## src/rtl/stack_arbiter.sv

```systemverilog
// Round-robin arbiter giving two requesters (A, B) shared push/pop access to one Stack.
// Full/empty are pre-checked so rejected requests never strobe the Stack.
module stack_arbiter #(
    parameter int WORD_LEN = 8
) (
    input  logic                clk,
    input  logic                rstn,
    input  logic                a_req,
    input  logic                a_op,
    input  logic [WORD_LEN-1:0] a_wdata,
    output logic                a_ack,
    output logic                a_err,
    output logic [WORD_LEN-1:0] a_rdata,
    input  logic                b_req,
    input  logic                b_op,
    input  logic [WORD_LEN-1:0] b_wdata,
    output logic                b_ack,
    output logic                b_err,
    output logic [WORD_LEN-1:0] b_rdata,
    output logic                busy,
    output logic                stk_push,
    output logic                stk_pop,
    output logic [WORD_LEN-1:0] stk_din,
    input  logic [WORD_LEN-1:0] stk_dout,
    input  logic                stk_full,
    input  logic                stk_empty
);

    // Handshake: a requester raises req with op/wdata and holds it until its ack
    // pulses for one cycle; err and rdata are meaningful only in that ack cycle.
    // req still high in the cycle after ack starts a new transaction.

    typedef enum logic [1:0] {IDLE, ISSUE, CAPT, ACK} state_t;

    state_t state, state_nx;
    logic   rr_ptr, rr_nx;         // 0 = A has priority on a tie, 1 = B
    logic   gnt_id, gnt_id_nx;     // 0 = A, 1 = B
    logic   gnt_op, gnt_op_nx;     // 0 = push, 1 = pop

    logic                a_ack_nx, a_err_nx, b_ack_nx, b_err_nx;
    logic [WORD_LEN-1:0] a_rdata_nx, b_rdata_nx;
    logic                stk_push_nx, stk_pop_nx, busy_nx;
    logic [WORD_LEN-1:0] stk_din_nx;

    logic                pick;
    logic                pick_op;
    logic [WORD_LEN-1:0] pick_wdata;
    logic                reject;

    assign pick       = (a_req && b_req) ? rr_ptr : b_req;
    assign pick_op    = pick ? b_op : a_op;
    assign pick_wdata = pick ? b_wdata : a_wdata;
    assign reject     = pick_op ? stk_empty : stk_full;

    always_comb begin
        state_nx    = state;
        rr_nx       = rr_ptr;
        gnt_id_nx   = gnt_id;
        gnt_op_nx   = gnt_op;
        a_ack_nx    = 1'b0;
        a_err_nx    = 1'b0;
        b_ack_nx    = 1'b0;
        b_err_nx    = 1'b0;
        a_rdata_nx  = a_rdata;
        b_rdata_nx  = b_rdata;
        stk_push_nx = 1'b0;
        stk_pop_nx  = 1'b0;
        stk_din_nx  = '0;

        case (state)
            IDLE: begin
                if (a_req || b_req) begin
                    gnt_id_nx = pick;
                    gnt_op_nx = pick_op;
                    rr_nx     = ~pick;
                    if (reject) begin
                        state_nx = ACK;
                        a_ack_nx = ~pick;
                        a_err_nx = ~pick;
                        b_ack_nx = pick;
                        b_err_nx = pick;
                    end else begin
                        state_nx    = ISSUE;
                        stk_push_nx = ~pick_op;
                        stk_pop_nx  = pick_op;
                        if (!pick_op) stk_din_nx = pick_wdata;
                    end
                end
            end
            ISSUE: begin
                if (gnt_op) begin
                    state_nx = CAPT;
                end else begin
                    state_nx = ACK;
                    a_ack_nx = ~gnt_id;
                    b_ack_nx = gnt_id;
                end
            end
            CAPT: begin
                // Stack updated stk_dout at the edge ending ISSUE
                state_nx = ACK;
                a_ack_nx = ~gnt_id;
                b_ack_nx = gnt_id;
                if (gnt_id) b_rdata_nx = stk_dout;
                else        a_rdata_nx = stk_dout;
            end
            ACK: begin
                state_nx = IDLE;
            end
            default: begin
                state_nx = IDLE;
            end
        endcase

        busy_nx = (state_nx != IDLE);
    end

    always_ff @(posedge clk or posedge rstn) begin
        if (rstn) begin
            state    <= IDLE;
            rr_ptr   <= 1'b0;
            gnt_id   <= 1'b0;
            gnt_op   <= 1'b0;
            a_ack    <= 1'b0;
            a_err    <= 1'b0;
            b_ack    <= 1'b0;
            b_err    <= 1'b0;
            a_rdata  <= '0;
            b_rdata  <= '0;
            stk_push <= 1'b0;
            stk_pop  <= 1'b0;
            stk_din  <= '0;
            busy     <= 1'b0;
        end else begin
            state    <= state_nx;
            rr_ptr   <= rr_nx;
            gnt_id   <= gnt_id_nx;
            gnt_op   <= gnt_op_nx;
            a_ack    <= a_ack_nx;
            a_err    <= a_err_nx;
            b_ack    <= b_ack_nx;
            b_err    <= b_err_nx;
            a_rdata  <= a_rdata_nx;
            b_rdata  <= b_rdata_nx;
            stk_push <= stk_push_nx;
            stk_pop  <= stk_pop_nx;
            stk_din  <= stk_din_nx;
            busy     <= busy_nx;
        end
    end

endmodule

```

## config.mk

```make
export PLATFORM = sky130hd
export DESIGN_NAME = stack_arbiter
export DESIGN_NICKNAME = d
export VERILOG_FILES = /design/src/rtl/stack_arbiter.sv
export SDC_FILE = /design/constraint.sdc
export NUM_CORES = 1
export LEC_CHECK = 0
export ABC_AREA = 0
export CORE_UTILIZATION = 35
export CTS_CLUSTER_DIAMETER = 40
export DETAILED_ROUTE_END_ITERATION = 6
export PLACE_DENSITY_LB_ADDON = 0.08
export SLEW_MARGIN = 10
export SYNTH_ARGS = -nofsm -noshare
export SYNTH_HDL_FRONTEND = slang
export SYNTH_SLANG_ARGS = --single-unit
```

## constraint.sdc

```tcl
create_clock -name clk -period 1.45 [get_ports clk]
set_input_delay 0.3625 -clock clk [delete_from_list [all_inputs] [get_ports clk]]
set_output_delay 0.3625 -clock clk [all_outputs]
set_load 0.1 [all_outputs]
```

Word-level counts from Yosys, hierarchy flattened
Index checks and enable logic that the tools add are counted.
{"block": "word_totals", "reg_bits": 36, "inputBits": 32, "output_inout_bits": 31, "elab_cells": 55}
{"block": "classes", "eq_ne": 3, "mux": 28, "n_bitwise": 3, "n_reduce_logical": 7}
{"cell": "$mux W8", "n": 5}
{"cell": "$mux W1", "n": 18}
{"cell": "$pmux W2 S4", "n": 1}
{"cell": "$pmux W1 S3", "n": 2}
{"cell": "$reduce_and A2 Y1", "n": 3}
{"cell": "$eq A2 B2 Y1 const B", "n": 2}
{"cell": "$mux W2", "n": 2}
{"cell": "$not A1 Y1", "n": 3}
{"cell": "$eq A2 B1 Y1 const B", "n": 1}
{"cell": "$logic_not A2 Y1", "n": 1}
{"cell": "$reduce_bool A2 Y1", "n": 1}
{"cell": "$logic_and A1 B1 Y1", "n": 1}
{"cell": "$logic_or A1 B1 Y1", "n": 1}

Logic depth before layout (Yosys ltp)
{"block": "logic_depth", "ltp_word": 8, "mapped_depth": 6, "depth_no_buf": 5}

Worst setup path after synthesis
No wires, ideal clock.
{"block": "synth_timing", "path_kind": "register to register", "startpoint": "register state[0]", "endpoint": "register b_rdata[0]", "t_arrival_ns": 1.175, "path_slack_ns": 0.149, "path_stages_with_launch": 5, "period_less_slack_ns": 1.301, "cell_sequence": "dfrtp_1 inv_1 ha_1 nand2_2 mux2_2"}
{"block": "synth_between", "elab_chain_len": 2}
{"element": "start: declaration", "line_no": "35", "text": "state_t state, state_nx;"}
{"element": "start signal: assignment", "line_no": "135", "text": "state <= state_nx;"}
{"element": "$eq A2 B2 Y1", "line_no": "70", "text": "case (state)"}
{"element": "$reduce_and A2 Y1 (no line)"}
{"element": "end signal: assignment", "line_no": "144", "text": "b_rdata <= b_rdata_nx;"}
{"element": "end: declaration", "line_no": "19", "text": "output logic [WORD_LEN-1:0] b_rdata,"}
No other way between the ends.
A chain may end at the register's enable or synchronous reset.

Worst setup path after layout
{"block": "layout_timing", "startpoint": "register state[0]", "endpoint": "register stk_din[5]"}
{"block": "layout_between", "elab_chain_len": 2}
{"element": "$logic_not A2 Y1", "line_no": "70"}
{"element": "$mux W8", "line_no": "70"}
{"element": "named net stk_din_nx[5]", "line_no": "43", "text": "logic [WORD_LEN-1:0] stk_din_nx;"}
{"element": "end signal: assignment", "line_no": "147", "text": "stk_din <= stk_din_nx;"}
{"element": "end: declaration", "line_no": "23", "text": "output logic [WORD_LEN-1:0] stk_din,"}
The timed path passes the listed nets, and every way through them passes these cells.

==> summary.txt <==
Detailed routing
  – WL final: 4.33 mm
  – DRC: 12
  – Via density: 4.96
  – Total number of vias: 1,419
  – Initial DRC count: 99
  – Routed len/inst: 15.1 µm
  – Detail Route Antenna Nets: 0
  – First-pass DRT Iterations: 6

Placement
  – Post-DP Area: 2710 µm²
  – Final Wtd Congestion: 0.806
  – PortBufs: 62
  – Post-DP HPWL: 3.29 mm

Run status
  – Status: finished, violations left
  – Failing checks: DRC

Clock tree
  – Worst-path clk slew: 0.07 ns
  – CTS tree: built
  – Clk buf depth: 2
  – Skew-Pair Late Insertion Delay: 0.28 ns
  – Total CTS buffers: 5
  – Root Driver: clkbuf_8
  – H-tree depth: 2
  – Clock Sinks: 36

Yosys
  – Area leader, netlist: dfrtp_1
  – Syn Area/Cell: 10.6 µm²
  – Sequential cell area fraction in the yosys report: 54.3%
  – Cells after synthesis: 157
  – Yosys top cell area share: 54.3%
  – Netlist cell types: 29
  – Warnings from Yosys: 0
  – Top cells by area, synth: dfrtp_1 54%, mux2_2 6.8%, nand2_1 5.7%, nand4b_1 4.2%, nor2b_1 4.1%
  – Syn Nets: 193
  – Post-Synthesis Cell Area: 1660 µm²
  – Synth Register Bits: 36

Floorplanning
  – DIE AREA: 5020 µm²
  – Starting density of the core: 37.4%
  – Die Height: 70.9 µm
  – Die Wd: 70.9 µm
  – Row Count: 24
  – Core Area: 4440 µm²
  – I/O pin total: 63

Global route
  – Grt ovf: 0
  – First-pass GRT wire length: 6.91 mm
  – Initial antenna violation count: 0
  – Largest net degree at the start of global routing: 37
  – Number of global-route vias before repair: 1,484
  – GRT Util Overall: 17.9%

Layout
  – Fill cell count: 348
  – Most common cell after layout, fill and taps aside: dfrtp_1
  – Final instance area: 2840 µm²
  – Layout cells sized above 1: 30.3%
  – Ant. Diodes: 0
  – Layout Nets: 269
  – Area growth from synthesis to layout: 71.0%
  – Commonest non-fill, non-tap cells in the layout: 36 x dfrtp_1, 32 x buf_12, 31 x clkdlybuf4s50_1

Power and ir drop
  – Clock network power share: 10.1%
  – Switching share of power: 50.7%
  – Peak supply drop: 0.00102 V
  – Net switching power: 3.62 mW
  – Power Density: 2510 nW/µm²
  – Pleak: 1.27 nW
  – Power Total: 7.14 mW
  – Combinational share of power: 65.3%
  – Seq pwr share: 24.6%
  – Int Pwr: 3.51 mW

Worst setup path
  – Kind of critical path: reg2reg
  – Worst r2r src: state[0]
  – CP max FO: 4
  – Crit path launch type: flip-flop
  – Crit end category: flip-flop
  – Req. time, crit path: 1.64 ns
  – Critical path launch point: state[0]
  – Arr. time, crit path: 1.59 ns

Run
  – Max-Cap Viols: 0

Timing
  – Final Setup Violations: 0
  – Final cycle utilization of the critical path: 96.5%
  – Worst Tran Pin Value: 0.463 ns
  – Slew Limit Fails: 0
  – Slew Limit Headroom: 68.8%
  – Final min period: 1.40 ns
  – Worst clock skew: 0.00654 ns
  – Fmax: 714 MHz
  – Fin. Hold Viols: 0
  – Setup TNS: 0 ns

Worst hold path
  – Hold WC Path Type: in2async
area by class of cell:
cell class                 instances  area [µm²]  area share (%)
multi-input combinational        106         697            24.5
clock buffer                       8        90.1            3.17
tap                               52        65.1            2.29
timing repair buffer              78        1060            37.5
sequential                        36         901            31.7
inverter                           6        22.5           0.793
through the flow:
step	hold slack, ns	instances	util (%)	setup slack, ns
after floorplan	0.429	157	-	0.149
after CTS	0.436	284	63.1	0.00825
final	0.433	286	63.9	0.0501
after global routing	0.451	286	63.9	-0.0273
after global placement	0.514	276	61.1	-0.163
after detailed placement	0.519	276	61.1	-0.239
registers in the layout, summed over array words and instances (netlist names), 2 cells and up:
name,cells
stk_din,8
a_rdata,8
state,2
b_rdata,8
logic make-up (layout without fill, tap and decap cells):
logic type      Yosys count  after routing  share of synthesized area (%)
fa+ha+maj                 4              4                           3.01
mux                      10             10                           6.78
buf+inv                  15             92                           4.97
flops                    36             36                           54.3
simple gates             59             59                           19.3
compound gates           33             33                           11.7
layer usage:
layer / vias to the layer above / global-route usage, % / routed length [µm]
met5: - / 0 / 0
met4: 0 / 4.00 / 25
met3: 4 / 4.56 / 219
met2: 53 / 33.5 / 2340
met1: 674 / 20.6 / 1740
li1: 688 / - / -
cell usage after synthesis (all sizes together):
| library cell | count |
|---|---|
| inv | 6 |
| nor2 | 2 |
| nand4b | 8 |
| o21bai | 1 |
| buf | 7 |
| dfrtp | 36 |
| o21ai | 11 |
| nand3 | 1 |
| a32o | 1 |
| mux2 | 10 |
| a21oi | 13 |
| and2b | 1 |
| o31ai | 1 |
| o21a | 1 |
| nand2b | 3 |
| nor4 | 1 |
| nor3 | 3 |
| a31oi | 4 |
| ha | 4 |
| nor2b | 11 |
| and3b | 1 |
| nand2 | 26 |
| clkbuf | 2 |
| a211oi | 1 |
| nand4 | 2 |
critical path, cell delays in order (launching register included):
cell and delay (ns):
dfrtp_1 0.42, inv_1 0.11, ha_2 0.22, o21a_1 0.14, nand2b_1 0.09, buf_4 0.16
a21oi_1 0.17
power groups by stage:
stage / registers [mW] / clock network, mW / logic (mW)
6_report: 1.75 / 0.724 / 4.66
3_5_place_dp: 1.76 / 0 / 4.58
2_1_floorplan: 3.65 / 0 / 0.879
5_1_grt: 1.81 / 0.795 / 4.85
4_1_cts: 1.75 / 0.747 / 4.59
3_3_place_gp: 1.74 / 0 / 4.50
path summary, 6_finish.rpt:
path                                    to  slack (ns)  cells past startpoint
worst max-delay path            stk_din[5]        0.05                      6
worst min-delay path            b_rdata[5]        0.43                      3
worst max register to register  stk_din[5]        0.05                      6
worst min register to register      rr_ptr        0.53                      1
max in group asynchronous            a_err        0.83                      3
min in group clk                    rr_ptr        0.53                      1
what timing repair did:
action                                  in CTS  in global routing
endpoints found under the setup margin       8                 23
hold buffers                                 0                  0
resized for setup                            1                  6
pin swaps                                    0                  1
setup buffers                                0                  2
Note: power is estimated with default switching activity, not from simulation.
==> patch: new RTL, same settings <==
Make the reset (`rstn`) synchronous in one clocked block.
--- a/src/rtl/stack_arbiter.sv
+++ b/src/rtl/stack_arbiter.sv
@@ -117,3 +117,3 @@
 
-    always_ff @(posedge clk or posedge rstn) begin
+    always_ff @(posedge clk) begin
         if (rstn) begin
Check against the original RTL: differs if rstn is asserted again (counterexample within 4 cycles, from zero or initial values and one cycle with rstn high); with rstn held inactive, the same outputs for 10 cycles.
==> patch against the original RTL <==
  * The run ends with setup timing left
  * Die area down 2.6%
  * Synthesized area down 2.7%
  * Global-route usage up 2.1 points
  * Setup slack worse by 70 ps
  * Routed wire length up 7.5%
  * Largest cell class unchanged
  * Worst hold slack better by 66 ps
  * Non-clock buffer count up 7
  * Design area up 3.8%
  * Sequential cell count unchanged
  * Critical path depth unchanged
  * Power down 37%
==> patch: results (changes against the original RTL) <==
dpl cell area = 2719 µm² (+0.18%)
Synth cell types = 37 (+28%)
vias in the first global route = 1561 (+5.2%)
final setup violating endpoints = 1 (+1)
sequential share of the synthesized area = 0.4462 (-0.09641)
Largest regs = a_rdata: 8 flops, b_rdata: 8 flops, stk_din: 8 flops
pin count of the biggest net entering global routing = 27 (-27%)
Max clock buf depth = 2 (unchanged)
1st-pass router iterations = 4 (-2)
CP max stage delay = 400 ps (-20 ps)
top cells by count, synth = 36 x dfxtp_1, 16 x nand3_1, 11 x nor2_1
nets = 282 (+4.8%)
Synth area leaders = dfxtp_1 45%, a2111oi_2 6.5%, mux2i_1 5.6%, nand3_1 5.0%, ha_1 3.9%
Worst path slowest cell = or3_4
RePlAce Congestion = 0.7461 (-7.4%)
Initial DRC Count = 28 (-72%)
WHS = 499.4 ps (+66.24 ps)
Worst Clk Skew = 2.529 ps (-4.010 ps)
first-pass GRT wire length = 7.652 mm (+11%)
CTS buffer count = 5 (unchanged)
asr flop ratio synth = 0 (-1.000)
crit path max fanout = 5 (+1)
Worst-Skew Late Latency = 280 ps (about the same)
Worst VDD drop = 0.9876 mV (-3.1%)
Final HPWL DP = 3.302 mm (+0.36%)
post-synthesis adder-cell area fraction = 0.03873 (+0.008586)
fillers = 324 (-6.9%)
Yosys warning count = 0 (unchanged)
post-synthesis mux area share = 0.06274 (-0.005080)
Hold/Removal Path Class = reg -> reg
Final WS setup = -20.01 ps (-70.06 ps)
slew margin rel. = 0.6822 (-0.005919)
reg2reg end = stk_din[2]$_SDFF_PP0_
Synth Area in Compound Gates = 0.2130 (+0.09621)
root buf cell = clkbuf_8
Final period util = 1.014 (+0.04832)
Worst-path clk slew = 70 ps (about the same)
layout cell share with drive strength beyond 1 = 0.3429 (+0.03944)
syn_nets = 202 (+4.7%)
all-layer global routing usage = 0.2007 (+0.02122)
violated checks = setup timing
min-delay src = b_rdata[1]$_SDFFE_PP0P_
H-Tree Depth = 2 (unchanged)
status = complete, but fails checks
worst path arrival time = 1650 ps (+60 ps)
Worst R2R Start = state[0]$_SDFF_PP0_
Vias/cell = 5.259 (+6.0%)
WL/cell = 15.66 µm (+3.5%)
Pleak = 1.144 nW (-10%)
post-synthesis xor/xnor area fraction = 0 (unchanged)
[patch: logic make-up after synthesis]
group | Yosys count
compound gates | 42
fa+ha+maj | 5
buf+inv | 18
flops | 36
mux | 10
simple gates | 54
[patch: worst max path at each step]
| stage | end | cells past startpoint | startpoint | slack, ps |
|---|---|---|---|---|
| 4_1_cts | stk_din[7]$_SDFF_PP0_ | 6 | state[0]$_SDFF_PP0_ | 8 |
| 2_1_floorplan | stk_din[0]$_SDFF_PP0_ | 6 | state[1]$_SDFF_PP0_ | 20 |
| 3_3_place_gp | stk_din[4]$_SDFF_PP0_ | 4 | a_req | -410 |
| 3_5_place_dp | stk_din[2]$_SDFF_PP0_ | 4 | a_req | -520 |
| 6_report | stk_din[2]$_SDFF_PP0_ | 6 | state[0]$_SDFF_PP0_ | -20 |
| 5_1_grt | stk_din[2]$_SDFF_PP0_ | 6 | state[1]$_SDFF_PP0_ | -70 |
[patch: critical path: cells and delay by family, from the launching register on]
family	cells	cell delay [ps]
fa+ha+maj	1	140
compound gates	1	210
buf+inv	2	230
flops	1	320
simple gates	2	460
[patch: final cells by class]
| type | count | share of cell area |
|---|---|---|
| timing repair buffer | 85 | 0.3826 |
| multi-input combinational | 112 | 0.3176 |
| sequential | 36 | 0.2450 |
| clock buffer | 6 | 0.02463 |
| tap | 52 | 0.02208 |
| inverter | 5 | 0.006369 |
| clock inverter | 1 | 0.001699 |
[patch: report_power, final]
part / total, mW / switching (mW) / internal (mW) / leakage, nW
Clock: 0.671 / 0.344 / 0.327 / 0.0410
Sequential: 1.28 / 0.129 / 1.15 / 0.293
Combinational: 2.56 / 1.47 / 1.08 / 0.809
Total: 4.51 / 1.95 / 2.56 / 1.14
[patch: timing repair]
action | CTS | global route
gates cloned | 2 | 0
buffers inserted | 0 | 0
hold buffers | 0 | 0
resized for setup | 16 | 9
endpoints found under the setup margin | 13 | 14
[patch: per-stage QoR]
| step | util | total power, mW | instances | setup WS, ps | setup TNS (ps) |
|---|---|---|---|---|---|
| 6_report | 0.6721 | 4.509 | 297 | -20.01 | -20.01 |
| 5_1_grt | 0.6721 | 4.734 | 297 | -65.13 | -361.5 |
| 4_1_cts | 0.6575 | 4.450 | 297 | 8.317 | 0 |
| 3_5_place_dp | 0.6201 | 3.719 | 288 | -520.9 | -6888 |
| 3_3_place_gp | 0.6201 | 3.672 | 288 | -409.0 | -5760 |
| 2_1_floorplan | - | 2.773 | 165 | 19.49 | 0 |
[patch: layer usage]
layer	global-route usage	routed length, µm	vias up
met2	0.3376	2365	57
met1	0.2380	1896	747
met3	0.05772	283	11
li1	-	-	747
met4	0.08444	106	0
met5	0	0	-
